## config.mk

```make
export PLATFORM = sky130hd
export DESIGN_NAME = memchip_burst
export DESIGN_NICKNAME = d
export VERILOG_FILES = /design/src/rtl/memchip_pkg.sv /design/src/rtl/mem_bank.sv /design/src/rtl/memchip_burst.sv
export SDC_FILE = /design/constraint.sdc
export NUM_CORES = 1
export LEC_CHECK = 0
export ABC_AREA = 1
export BUFFER_PORTS_ARGS = -buffer_cell sky130_fd_sc_hd__buf_2
export CAP_MARGIN = 15
export CORE_MARGIN = 1
export CORE_UTILIZATION = 55
export DETAILED_ROUTE_END_ITERATION = 10
export GPL_ROUTABILITY_DRIVEN = 0
export PLACE_DENSITY = 0.81
export SKIP_LAST_GASP = 1
export SLEW_MARGIN = 5
export SYNTH_ARGS = -nofsm -noshare
export SYNTH_HDL_FRONTEND = slang
export SYNTH_HIERARCHICAL = 1
export SYNTH_SLANG_ARGS = --single-unit
```

## constraint.sdc

```tcl
create_clock -name clk -period 7.88 [get_ports clk]
set_input_delay 1.182 -clock clk [delete_from_list [all_inputs] [get_ports clk]]
set_output_delay 1.182 -clock clk [all_outputs]
set_load 0.02 [all_outputs]
```

## src/rtl/memchip_pkg.sv

```systemverilog
// Shared types and helpers for the burst memory chip: FSM states, response
// source select, region decode and ROM contents.
package memchip_pkg;

  typedef enum logic [1:0] {StIdle, StRead, StWresp} state_e;

  typedef enum logic [1:0] {SelNone, SelRom, SelBank} rsp_sel_e;

  typedef struct packed {
    logic       hit_rom;
    logic       hit_bank;
    logic [7:0] bank_idx;
    logic       err;
  } dec_t;

  // ROM wins over any bank that overlaps it; first matching bank wins otherwise.
  function automatic dec_t region_decode(input int unsigned addr, input int unsigned rom_depth,
                                         input int unsigned n_banks, input int unsigned bank_depth,
                                         input int unsigned ram_base, input int unsigned stride);
    dec_t d;
    d = '0;
    if (addr < rom_depth) begin
      d.hit_rom = 1'b1;
    end else begin
      for (int unsigned k = 0; k < n_banks; k++) begin
        if (!d.hit_bank && addr >= ram_base + k * stride &&
            addr < ram_base + k * stride + bank_depth) begin
          d.hit_bank = 1'b1;
          d.bank_idx = 8'(k);
        end
      end
    end
    d.err = !(d.hit_rom || d.hit_bank);
    return d;
  endfunction

  function automatic logic [63:0] rom_word(input int unsigned idx);
    return ~64'(idx);
  endfunction

endpackage

```

## src/rtl/mem_bank.sv

```systemverilog
// Single-port synchronous RAM bank, read-first, contents not reset.
module mem_bank #(
  parameter int unsigned DATA_W     = 16,
  parameter int unsigned BANK_DEPTH = 8
) (
  input  logic                          clk,
  input  logic                          we,
  input  logic [$clog2(BANK_DEPTH)-1:0] addr,
  input  logic [DATA_W-1:0]             wdata,
  output logic [DATA_W-1:0]             rdata
);

  logic [DATA_W-1:0] mem_q [BANK_DEPTH];
  logic [DATA_W-1:0] rdata_q;

  always_ff @(posedge clk) begin
    if (we) begin
      mem_q[addr] <= wdata;
    end
    rdata_q <= mem_q[addr];
  end

  assign rdata = rdata_q;

endmodule

```

## src/rtl/memchip_burst.sv

```systemverilog
// ROM plus N RAM banks behind a valid/ready request port with incrementing read
// bursts and a registered, back-pressurable response.
module memchip_burst
  import memchip_pkg::*;
#(
  parameter int unsigned DATA_W      = 16,
  parameter int unsigned ADDR_W      = 6,
  parameter int unsigned LEN_W       = 3,
  parameter int unsigned ROM_DEPTH   = 16,
  parameter int unsigned N_BANKS     = 2,
  parameter int unsigned BANK_DEPTH  = 8,
  parameter int unsigned RAM_BASE    = 16,
  parameter int unsigned BANK_STRIDE = 16
) (
  input  logic              clk,
  input  logic              rst_n,
  input  logic              req_valid,
  output logic              req_ready,
  input  logic              req_rw,
  input  logic [ADDR_W-1:0] req_addr,
  input  logic [LEN_W-1:0]  req_len,
  input  logic [DATA_W-1:0] req_wdata,
  output logic              rsp_valid,
  input  logic              rsp_ready,
  output logic [DATA_W-1:0] rsp_data,
  output logic              rsp_err,
  output logic              rsp_last
);

  localparam int unsigned BankAw   = $clog2(BANK_DEPTH);
  localparam int unsigned BankIdxW = (N_BANKS > 1) ? $clog2(N_BANKS) : 1;

  state_e               state_q, state_d;
  logic [ADDR_W-1:0]    addr_q, addr_d;
  logic [LEN_W-1:0]     cnt_q, cnt_d;
  logic                 rsp_valid_q, rsp_valid_d;
  logic                 rsp_err_q, rsp_err_d;
  logic                 rsp_last_q, rsp_last_d;
  rsp_sel_e             sel_q, sel_d;
  logic [BankIdxW-1:0]  bank_idx_q, bank_idx_d;
  logic [DATA_W-1:0]    rom_data_q, rom_data_d;

  dec_t                 dec_nxt;
  logic                 accept, write_acc, load_beat;
  logic [BankAw-1:0]    bank_addr;
  logic [N_BANKS-1:0]   bank_we;
  logic [DATA_W-1:0]    bank_rdata [N_BANKS];

  assign req_ready = rst_n && (state_q == StIdle);
  assign accept    = req_valid && req_ready;
  assign write_acc = accept && req_rw;

  always_comb begin
    state_d     = state_q;
    addr_d      = addr_q;
    cnt_d       = cnt_q;
    rsp_valid_d = rsp_valid_q;
    rsp_err_d   = rsp_err_q;
    rsp_last_d  = rsp_last_q;
    sel_d       = sel_q;
    bank_idx_d  = bank_idx_q;
    rom_data_d  = rom_data_q;
    load_beat   = 1'b0;

    unique case (state_q)
      StIdle: begin
        addr_d = req_addr;
        if (accept) begin
          rsp_valid_d = 1'b1;
          if (req_rw) begin
            state_d    = StWresp;
            rsp_last_d = 1'b1;
            sel_d      = SelNone;
          end else begin
            state_d    = StRead;
            cnt_d      = req_len;
            rsp_last_d = (req_len == '0);
            load_beat  = 1'b1;
          end
        end
      end
      StRead: begin
        if (rsp_ready) begin
          if (cnt_q == '0) begin
            state_d     = StIdle;
            rsp_valid_d = 1'b0;
            rsp_err_d   = 1'b0;
            rsp_last_d  = 1'b0;
            sel_d       = SelNone;
          end else begin
            addr_d     = addr_q + ADDR_W'(1);
            cnt_d      = cnt_q - LEN_W'(1);
            rsp_last_d = (cnt_q == LEN_W'(1));
            load_beat  = 1'b1;
          end
        end
      end
      StWresp: begin
        if (rsp_ready) begin
          state_d     = StIdle;
          rsp_valid_d = 1'b0;
          rsp_err_d   = 1'b0;
          rsp_last_d  = 1'b0;
        end
      end
      default: state_d = StIdle;
    endcase

    // addr_d is the word the banks see this edge: request address or next beat.
    dec_nxt = region_decode(32'(addr_d), ROM_DEPTH, N_BANKS, BANK_DEPTH, RAM_BASE, BANK_STRIDE);

    if (write_acc) begin
      rsp_err_d = !dec_nxt.hit_bank;
    end
    if (load_beat) begin
      rsp_err_d  = dec_nxt.err;
      sel_d      = dec_nxt.hit_rom ? SelRom : (dec_nxt.hit_bank ? SelBank : SelNone);
      bank_idx_d = BankIdxW'(dec_nxt.bank_idx);
      rom_data_d = DATA_W'(rom_word(32'(addr_d)));
    end
  end

  assign bank_addr = BankAw'(32'(addr_d) - RAM_BASE - 32'(dec_nxt.bank_idx) * BANK_STRIDE);

  for (genvar k = 0; k < N_BANKS; k++) begin : g_bank
    assign bank_we[k] = write_acc && dec_nxt.hit_bank && (dec_nxt.bank_idx == 8'(k));

    mem_bank #(
      .DATA_W     (DATA_W),
      .BANK_DEPTH (BANK_DEPTH)
    ) u_bank (
      .clk   (clk),
      .we    (bank_we[k]),
      .addr  (bank_addr),
      .wdata (req_wdata),
      .rdata (bank_rdata[k])
    );
  end

  always_ff @(posedge clk) begin
    if (!rst_n) begin
      state_q     <= StIdle;
      addr_q      <= '0;
      cnt_q       <= '0;
      rsp_valid_q <= 1'b0;
      rsp_err_q   <= 1'b0;
      rsp_last_q  <= 1'b0;
      sel_q       <= SelNone;
      bank_idx_q  <= '0;
      rom_data_q  <= '0;
    end else begin
      state_q     <= state_d;
      addr_q      <= addr_d;
      cnt_q       <= cnt_d;
      rsp_valid_q <= rsp_valid_d;
      rsp_err_q   <= rsp_err_d;
      rsp_last_q  <= rsp_last_d;
      sel_q       <= sel_d;
      bank_idx_q  <= bank_idx_d;
      rom_data_q  <= rom_data_d;
    end
  end

  always_comb begin
    rsp_data = '0;
    unique case (sel_q)
      SelRom:  rsp_data = rom_data_q;
      SelBank: rsp_data = bank_rdata[bank_idx_q];
      default: rsp_data = '0;
    endcase
  end

  assign rsp_valid = rsp_valid_q;
  assign rsp_err   = rsp_err_q;
  assign rsp_last  = rsp_last_q;

endmodule

```

==> results.sh <==
export IMPL_ys_flop_type="edfxtp_1"
export IMPL_fin_crit_ns=4.45
export IMPL_row_count=56
export IMPL_clkTransAtPathRegs_ns=0.06
export IMPL_wl_met3_mm=2.84
export IMPL_yosys_warnings=6
export IMPL_cp_startpoint="state_q[1]$_SDFFE_PN0P_"
export IMPL_holdWs_ns=0.452
export IMPL_swShare_pct=37.9
export IMPL_slowest_delay_ns=0.88
export IMPL_path_max_fanout=65
export IMPL_power_density_nw_per_um2=340
export IMPL_power_frac_seq_pct=39.5
export IMPL_cpMostUsedCell="inv_1"
export IMPL_ys_types=39
export IMPL_routed_wl_mm=30.1
export IMPL_finalPower_mw=5.05
export IMPL_muxShareOfSynthArea_pct=0
export IMPL_insertion_delay_ns=0.56
export IMPL_path_cells="inv_1, ha_1, nor2_4, inv_1, o21ai_0, inv_4, inv_2, nand2_1, nor2_1, buf_4"
export IMPL_area_growth_pct=10.9
export IMPL_synth_edf_count=256
export IMPL_crit_path_end="g_bank[1].u_bank/mem_q[6][14]$_DFFE_PP_"
export IMPL_cp_required_ns=8.14
export IMPL_cp_start_kind="register"
export IMPL_criticalPathCategory="reg2reg"
export IMPL_cts_tree="built"
export IMPL_status="completed"
export IMPL_synth_compound_area_share_pct=4.48
export IMPL_clock_sinks=312
export IMPL_p_leak_nw=6.46
export IMPL_dpl_hpwl_mm=18.7
export IMPL_cp_depth=10
export IMPL_fin_util_pct=62.7
export IMPL_worstHoldPathType="reg2reg"
export IMPL_vias=9303
export IMPL_layout_nets=1439
export IMPL_timing_final_max_slew_violations=0
export IMPL_via_per_inst=5.34
export IMPL_grt_overflow=0
export IMPL_grt_max_degree=100
export IMPL_drt_initial_drc_count=1100
export IMPL_n_antenna_cell=0
export IMPL_grt_pass1_wl_mm=46.9
export IMPL_cts_root_buf="clkbuf_16"
export IMPL_synth_area_leaders="edfxtp_1 (57%), nand2_1 (16%), dfxtp_1 (8.4%), inv_1 (4.9%), nand3_1 (2.4%)"
export IMPL_netlist_instances=1354
export IMPL_drc=0
export IMPL_cts_setup_buffers=0
export IMPL_start_util_pct=56.5
export IMPL_die_width_um=158
export IMPL_finalCritPeriodShare_pct=56.4
export IMPL_grt_usage_pct=24.7
export IMPL_die_height_um=158
export IMPL_postRouteAntennaNets=0
export IMPL_tightest_slew_ns=1.14
export IMPL_setup_viol=0
export IMPL_switching_power_mw=1.91
export IMPL_seq_area_frac_synth_pct=65.8
export IMPL_met1_length_mm=11.6
export IMPL_cts_buffer_depth=3
export IMPL_synthesis_nets=1394
export IMPL_top_layer_used="met4"
export IMPL_comb_power_share_pct=34.1
export IMPL_ys_ff_latch=312
export IMPL_synth_xor_area_share_pct=0.0654
export IMPL_final_setup_skew_ns=0.0220
export IMPL_end_kind="register"
export IMPL_path_buf_inv=5
export IMPL_dr_pass1_iters=7
export IMPL_synthAdderAreaFrac_pct=0.934
export IMPL_cts_max_level=1
export IMPL_avgSynthCellArea_um2=9.89
export IMPL_rsz0062_at_grt="false"
export IMPL_wl_met2_mm=14.7
export IMPL_r2r_slack_ns=3.43
export IMPL_antenna_found_initial=0
export IMPL_grt_pass1_vias=9138
export IMPL_io_buffers=49
export IMPL_fmaxAchievable_ghz=0.225
export IMPL_hold_buffers=0
export IMPL_synth_area_um2=13400
export IMPL_fin_tns_setup_ns=0
export IMPL_hold_viol_final=0
export IMPL_worstPathArrival_ns=4.71
export IMPL_synth_common_cells="nand2_1 (559), edfxtp_1 (256), inv_1 (175)"
export IMPL_reg2reg_to="g_bank[1].u_bank/mem_q[6][14]$_DFFE_PP_"
export IMPL_critPathTopFamily="buffers and inverters"
export IMPL_clkPwrFrac_pct=26.4
export IMPL_yosysMostFrequentCell="nand2_1"
export IMPL_ff2ff_path_depth=10
export IMPL_drive_gt1_share_pct=11.6
export IMPL_synthSimpleGateAreaFrac_pct=21.1
export IMPL_die_area_um2=25000
export IMPL_ioPinCount=50
export IMPL_yosysTopAreaCellShare_pct=57.4
export IMPL_crit_slowest_cell="inv_2"
export IMPL_async_flop_share_pct=0
export IMPL_core_area_um2=23700
export IMPL_numCtsBuffers=30
export IMPL_relSlewSlack_pct=24.1
export IMPL_max_cap_violations=0
export IMPL_peakVddDrop_uv=261
export IMPL_routedWlPerCell_um=17.3
export IMPL_synth_area_leader_cell="edfxtp_1"
export IMPL_intPower_mw=3.14
export IMPL_synth_top_family_by_area="simple AND/OR/NAND/NOR gates"
export IMPL_cts_resized=0
export IMPL_r2r_start="state_q[1]$_SDFFE_PN0P_"
## worst min-delay path, stage by stage, from the launching register on
cell and delay, ns:
dfxtp_1 0.31, inv_1 0.05, a21oi_1 0.05
## state kept, by name (all words and copies together) (netlist names)
register             flops
g_bank.u_bank/rdata     32
rsp_last                 1
g_bank.u_bank/mem_q    256
rom_data_q               7
rsp_valid                1
rsp_err                  1
sel_q                    2
state_q                  2
addr_q                   6
bank_idx_q               1
cnt_q                    3
## power by group through the flow
stage	sequential, mW	clock [mW]	combinational [mW]
5_1_grt	2.00	1.40	1.93
4_1_cts	1.99	1.34	1.71
3_3_place_gp	2.02	0	1.63
6_report	1.99	1.33	1.72
2_1_floorplan	2.01	0	1.31
3_5_place_dp	2.03	0	1.69
## layout make-up
type | count | area, um^2
Fill cell | 1841 | 8840
Tap cell | 319 | 399
Sequential cell | 312 | 8810
Inverter | 195 | 738
Clock buffer | 44 | 843
Multi-Input combinational cell | 794 | 3610
Clock inverter | 12 | 73.8
Timing Repair Buffer | 66 | 373
## cells in the final DEF, fill, tap and decap left out, types with 2 or more instances in the layout
master	n
a211oi_1	4
a21oi_1	33
a22oi_1	2
a31oi_1	2
buf_2	49
buf_4	17
clkbuf_1	10
clkbuf_16	30
clkbuf_8	4
clkinv_1	5
clkinv_2	6
clkinvlp_4	2
dfxtp_1	56
edfxtp_1	256
ha_1	10
inv_1	174
inv_2	17
nand2_1	559
nand2_2	3
nand2_4	5
nand3_1	64
nand3_2	7
nand4_1	2
nor2_1	26
nor2_2	4
nor2_4	7
nor3_2	3
o21a_1	16
o21ai_0	29
o21ai_1	4
o21bai_1	2
## cell families (layout without fill, tap and decap cells)
logic type,after synthesis,in the layout
and+or+nand+nor,685,685
DFF,312,312
adders and majority gates,10,10
xor gates and xnor gates,1,1
buffers and inverters,248,317
AOI/OAI and AO/OA,98,98
## per-stage QoR
stage	setup WS [ns]	std cells	cell area (um^2)
floorplan	3.98	1354	13400
global placement	3.24	1686	13900
detailed placement	3.13	1686	13900
CTS	3.38	1742	14800
global route	3.21	1742	14800
finish	3.43	1742	14800
## per-layer routing
layer  vias up  track usage, %
li1       4409               -
met1      4334            31.4
met2       471            42.8
met3        89            3.64
met4         0            9.43
met5         -               0
## worst min path at each step
| stage | from | to | cells past startpoint |
|---|---|---|---|
| after floorplan | rom_data_q[4]$_SDFFE_PN0P_ | rom_data_q[4]$_SDFFE_PN0P_ | 2 |
| after global placement | rsp_valid$_SDFFE_PN0P_ | rsp_valid$_SDFFE_PN0P_ | 2 |
| after detailed placement | rsp_valid$_SDFFE_PN0P_ | rsp_valid$_SDFFE_PN0P_ | 2 |
| after CTS | rsp_valid$_SDFFE_PN0P_ | rsp_valid$_SDFFE_PN0P_ | 2 |
| after global routing | rsp_valid$_SDFFE_PN0P_ | rsp_valid$_SDFFE_PN0P_ | 2 |
| final | rsp_valid$_SDFFE_PN0P_ | rsp_valid$_SDFFE_PN0P_ | 2 |
No activity file was read; power rests on OpenSTA's default activity.
